===== src/rtl/ibex_imd_val_arbiter.sv =====
// ============================================================================
// Module  : ibex_imd_val_arbiter
// Purpose : Round-robin ownership arbiter for a shared intermediate-value array.
// Revision: 1.0  initial release
// ============================================================================
`default_nettype none

module ibex_imd_val_arbiter #(
    parameter int NUM_REQ  = 2,
    parameter int WIDTH    = 34,
    parameter int DEPTH    = 2,
    parameter int MAX_HOLD = 16
) (
    input  logic                       clk_i,
    input  logic                       rst_i,
    input  logic [NUM_REQ-1:0]         req_i,
    input  logic [NUM_REQ-1:0]         release_i,
    output logic [NUM_REQ-1:0]         gnt_o,
    input  logic [NUM_REQ*DEPTH-1:0]   we_i,
    input  logic [WIDTH-1:0]           wdata_i [NUM_REQ*DEPTH],
    output logic [WIDTH-1:0]           rdata_o [DEPTH],
    output logic                       busy_o,
    output logic                       preempt_o
);

    localparam int OW = (NUM_REQ > 1) ? $clog2(NUM_REQ) : 1;
    localparam int HW = $clog2(MAX_HOLD + 1);

    localparam logic [1:0] ST_IDLE  = 2'd0;
    localparam logic [1:0] ST_OWNED = 2'd1;
    localparam logic [1:0] ST_CLEAR = 2'd2;

    logic [1:0]         state_q,   state_d;
    logic [OW-1:0]      owner_q,   owner_d;
    logic [OW-1:0]      rr_q,      rr_d;
    logic [NUM_REQ-1:0] gnt_q,     gnt_d;
    logic [HW-1:0]      hold_q,    hold_d;
    logic               preempt_q, preempt_d;
    logic [WIDTH-1:0]   mem_q [DEPTH];
    logic [WIDTH-1:0]   mem_d [DEPTH];

    logic               win_found;
    logic [OW-1:0]      win_idx;
    logic               other_req;
    logic               owner_rel;
    logic               preempt_now;

    // Scan from the highest offset down so the offset closest to rr wins.
    always_comb begin
        win_found = 1'b0;
        win_idx   = '0;
        for (int i = NUM_REQ - 1; i >= 0; i--) begin
            if (req_i[(int'(rr_q) + i) % NUM_REQ]) begin
                win_found = 1'b1;
                win_idx   = OW'((int'(rr_q) + i) % NUM_REQ);
            end
        end
    end

    // gnt_q is one-hot on the owner while OWNED, so it doubles as the owner mask.
    assign other_req   = |(req_i & ~gnt_q);
    assign owner_rel   = |(release_i & gnt_q);
    assign preempt_now = other_req && (hold_q == HW'(MAX_HOLD - 1)) && !owner_rel;

    always_comb begin
        state_d   = state_q;
        owner_d   = owner_q;
        rr_d      = rr_q;
        gnt_d     = gnt_q;
        hold_d    = hold_q;
        preempt_d = 1'b0;
        mem_d     = mem_q;
        case (state_q)
            ST_IDLE: begin
                if (win_found) begin
                    state_d = ST_OWNED;
                    owner_d = win_idx;
                    gnt_d   = NUM_REQ'(1) << win_idx;
                    hold_d  = '0;
                end
            end
            ST_OWNED: begin
                if (!preempt_now) begin
                    for (int r = 0; r < NUM_REQ; r++) begin
                        for (int e = 0; e < DEPTH; e++) begin
                            if (owner_q == OW'(r) && we_i[r*DEPTH+e]) begin
                                mem_d[e] = wdata_i[r*DEPTH+e];
                            end
                        end
                    end
                end
                if (owner_rel) begin
                    state_d = ST_CLEAR;
                    gnt_d   = '0;
                end else if (preempt_now) begin
                    state_d   = ST_CLEAR;
                    gnt_d     = '0;
                    preempt_d = 1'b1;
                end else if (other_req && hold_q != HW'(MAX_HOLD)) begin
                    hold_d = hold_q + HW'(1);
                end
            end
            ST_CLEAR: begin
                for (int e = 0; e < DEPTH; e++) begin
                    mem_d[e] = '0;
                end
                rr_d    = (owner_q == OW'(NUM_REQ - 1)) ? '0 : owner_q + OW'(1);
                hold_d  = '0;
                state_d = ST_IDLE;
            end
            default: begin
                state_d = ST_IDLE;
                gnt_d   = '0;
            end
        endcase
    end

    always_ff @(posedge clk_i) begin
        if (rst_i) begin
            state_q   <= ST_IDLE;
            owner_q   <= '0;
            rr_q      <= '0;
            gnt_q     <= '0;
            hold_q    <= '0;
            preempt_q <= 1'b0;
            for (int e = 0; e < DEPTH; e++) begin
                mem_q[e] <= '0;
            end
        end else begin
            state_q   <= state_d;
            owner_q   <= owner_d;
            rr_q      <= rr_d;
            gnt_q     <= gnt_d;
            hold_q    <= hold_d;
            preempt_q <= preempt_d;
            for (int e = 0; e < DEPTH; e++) begin
                mem_q[e] <= mem_d[e];
            end
        end
    end

    assign gnt_o     = gnt_q;
    assign busy_o    = (state_q != ST_IDLE);
    assign preempt_o = preempt_q;
    assign rdata_o   = mem_q;

endmodule

`default_nettype wire


===== config.mk =====
export PLATFORM = sky130hd
export DESIGN_NAME = ibex_imd_val_arbiter
export DESIGN_NICKNAME = d
export VERILOG_FILES = /design/src/rtl/ibex_imd_val_arbiter.sv
export SDC_FILE = /design/constraint.sdc
export NUM_CORES = 1
export LEC_CHECK = 0
export BUFFER_PORTS_ARGS = -buffer_cell sky130_fd_sc_hd__buf_2
export CORE_UTILIZATION = 47
export CTS_CLUSTER_DIAMETER = 40
export DETAILED_ROUTE_END_ITERATION = 16
export GPL_TIMING_DRIVEN = 0
export PLACE_DENSITY = 0.9
export RECOVER_POWER = 25
export SYNTH_ARGS = -nofsm -noshare
export SYNTH_HDL_FRONTEND = slang
export SYNTH_SLANG_ARGS = --single-unit
export TNS_END_PERCENT = 1

===== constraint.sdc =====
create_clock -name clk_i -period 6.3 [get_ports clk_i]
set_input_delay 0.63 -clock clk_i [delete_from_list [all_inputs] [get_ports clk_i]]
set_output_delay 0.63 -clock clk_i [all_outputs]
set_load 0.01 [all_outputs]

==> impl_results.md <==
* Post-CTS Setup Inserts at 0
* Static leakage power at 2.62 nW
* Reg2reg start: hold_q[0]
* Area grow syn2layout at 36.7%
* Ports at 218
* Post-synthesis simple-gate area fraction at 12.3%
* Status: completed
* CTS Root Cell: clkbuf_8
* Register area share after synthesis at 42.5%
* Largest net degree at the start of global routing at 14
* VDD IR max at 0.145 mV
* Hold endpoint: rdata_o[34]
* PwrDens at 245 nW/µm²
* P_sw at 0.359 mW
* Estimated wirelength of the detail-placed design at 8660 µm
* Relative slew margins at 55.5%
* Ant. Diodes at 0
* Nets at 765
* Worst r2r dst: rdata_o[24]
* Worst Clk Skew at 0.0158 ns
* Commonest cells post-synth: 80 x dfxtp_1, 77 x nor2_1, 68 x mux2i_1
* Part of the power in registers at 45.2%
* Critical Path End Type: flip-flop
* Post-synth ARST share at 0%
* Synth Area in Compound Gates at 20.8%
* Primary FF master, synth: dfxtp_1
* Combinational share of power at 21.7%
* PortBufs at 217
* Number of synthesized register bits at 80
* CP required at 6.49 ns
* Hold_sp: rdata_o[34]
* Share of layout cells above drive strength 1 at 37.7%
* Min-Delay Path Class: reg -> reg
* R2r setup slk at 3.91 ns
* RSZ-0062 raised after global routing: no
* Via count at 3795
* Critical path's largest stage delay at 0.47 ns
* Final Setup Violations at 0
* Mux share of post-synthesis cell area at 18.0%
* GPL Wtd Cong at 0.884
* Synthesized net count at 537
* Largest family of logic cells by synthesized area: compound AO/OA/AOI/OAI gates
* YS warnings at 0
* Fmax at 418 MHz
* Crit path cell chain: ha_1 -> and3_1 -> ha_1 -> o21a_1 -> buf_4 -> a221oi_4 -> buf_6 -> buf_4 -> a211oi_1
* Average size of a mapped cell at 9.72 µm²
* XOR/XNOR share of the synthesized area at 0%
* Starting Density at 48.8%
* Worst Max-Slew Pin Slew at 0.667 ns
* Slowest cell on the critical path: a221oi_4
* Synthesized-area fraction occupied by adder cells at 0.995%
* Sw Ratio at 28.5%
* CP top delay family: compound AO/OA/AOI/OAI gates
* Top-area cell type share of the netlist area at 42.5%
* DRC at 0
* Synth area leaders: dfxtp_1 42%, mux2i_1 18%, a211oi_1 11%
* Initial antenna violation count at 0
* Arr. time, crit path at 2.58 ns
* Most frequent cell after synthesis: dfxtp_1
* Critical setup path kind: reg -> reg
* Largest area contributor in the netlist: dfxtp_1
* Max Cap Violations at 0
* Mapped Cells at 388
* Worst path buffer plus inverter count at 3
* Via-per-instance ratio at 5.26
* H-Tree Depth at 3
* Crit start category: flip-flop
* Power share of the clock group at 33.0%
* Gr ovfl total at 0
* Post-route design area at 5160 µm²
* Die W at 91.6 µm
* Dpl cell area at 4990 µm²
* Vias in the first global route at 3723
* Cts repair resizes at 0
* Rows at 32
* TNS Setup at 0 ns
* Maximum root-to-sink buffer count at 2
* Post-synth EDFFs at 0
* Fin. Hold Viols at 0
* Routed wire length at 11000 µm
* Mapped Area at 3770 µm²
* CTS tree: done
* Core ar. at 7730 µm²
* GRT Resource Usage Total at 25.4%
* Hold buffer count at CTS at 0
* Die H at 91.6 µm
* Global-route wire length before repair at 17000 µm
* Yosys cell types at 34
* TritonCTS Sinks at 80
* Internal at 0.902 mW
* R2R depth at 9
* Drt first pass iters at 4
* Worst-skew pair later-pin latency at 0.34 ns
* Worst-path clk slew at 0.08 ns
* Final-report max-slew violation count at 0
* Iter 0 DRT Violations at 70
* Die area at 8390 µm²
* Worst hold path depth at 2
* Period Utilization, post-route at 38.0%
* Wirelength per Cell at 15.2 µm
* Max FO, Critical Path at 10
* Inserted Clock Buffers at 9
* Final ANT Viol Nets at 0
* Fin crit period at 2.39 ns
metrics by stage:
step / std cells / util, % / setup WS (ns) / power (mW) / hold slack (ns)
3_3_place_gp: 707 / 64.5 / 3.92 / 0.849 / 0.483
6_report: 722 / 66.8 / 3.91 / 1.26 / 0.497
2_1_floorplan: 388 / - / 4.23 / 0.740 / 0.466
4_1_cts: 722 / 67.4 / 3.90 / 1.27 / 0.499
5_1_grt: 722 / 66.8 / 3.75 / 1.32 / 0.523
3_5_place_dp: 707 / 64.5 / 3.87 / 0.862 / 0.488
state kept, by name, summed over array words and instances, names as in the netlist:
| register | flops |
|---|---|
| rdata_o | 68 |
| hold_q | 5 |
| gnt_o | 2 |
| state_q | 2 |
| owner_q | 1 |
| preempt_o | 1 |
| rr_q | 1 |
routing by layer:
metal	global-route usage [%]	vias to the layer above	wire length, µm
met4	11.4	0	282
met2	46.6	158	5660
met1	27.0	1750	4260
met5	0	-	0
li1	-	1862	-
met3	6.95	25	760
power by group through the flow:
stage	combinational (mW)	clock, mW	sequential (mW)
6_report	0.274	0.417	0.571
5_1_grt	0.301	0.444	0.576
4_1_cts	0.281	0.422	0.570
3_5_place_dp	0.281	0	0.581
3_3_place_gp	0.269	0	0.579
2_1_floorplan	0.142	0	0.599
cells in the final DEF, fill, tap and decap left out, types with 2 or more instances in the layout:
cell	n
a211oi_1	55
a211oi_2	14
a21oi_1	4
a221oi_4	2
a31oi_1	5
buf_2	191
buf_4	7
buf_6	4
bufinv_16	2
clkbuf_1	47
clkbuf_8	10
dfxtp_1	80
ha_1	3
inv_1	4
mux2i_1	68
nand2_1	7
nand2b_1	5
nand3_1	3
nor2_1	77
nor2b_1	4
nor3_1	5
o211ai_1	2
o21a_1	2
o21ai_0	4
worst max path at each step:
stage / start / to / slack (ns) / cells after the start
after global placement: req_i[1] / rdata_o[26] / 3.92 / 8
after global routing: hold_q[0] / rdata_o[24] / 3.75 / 9
after detailed placement: req_i[1] / rdata_o[25] / 3.87 / 8
final: hold_q[0] / rdata_o[24] / 3.91 / 9
after floorplan: hold_q[0] / rdata_o[24] / 4.23 / 9
after CTS: hold_q[0] / rdata_o[24] / 3.90 / 9
worst reg2reg max path: stages, from the launching register on:
cell and delay [ns]:
dfxtp_1 0.36, ha_1 0.25, and3_1 0.19, ha_1 0.19, o21a_1 0.12, buf_4 0.17
a221oi_4 0.47, buf_6 0.22, buf_4 0.21, a211oi_1 0.09
cells by family (layout without fill, tap and decap cells):
group / after synthesis / count (layout)
and+or+nand+nor: 108 / 108
AOI/OAI and AO/OA: 93 / 93
DFF: 80 / 80
muxes: 68 / 68
buffers and inverters: 36 / 268
adders and majority gates: 3 / 3
area by class of cell:
cell class	count	area (µm²)
Buffer	32	190
Clock buffer	10	138
Clock inverter	5	81.3
Fill cell	666	2570
Inverter	4	15.0
Multi-Input combinational cell	272	1970
Sequential cell	80	1600
Tap cell	102	128
Timing Repair Buffer	217	1040
Note: power is estimated with default switching activity, not from simulation.
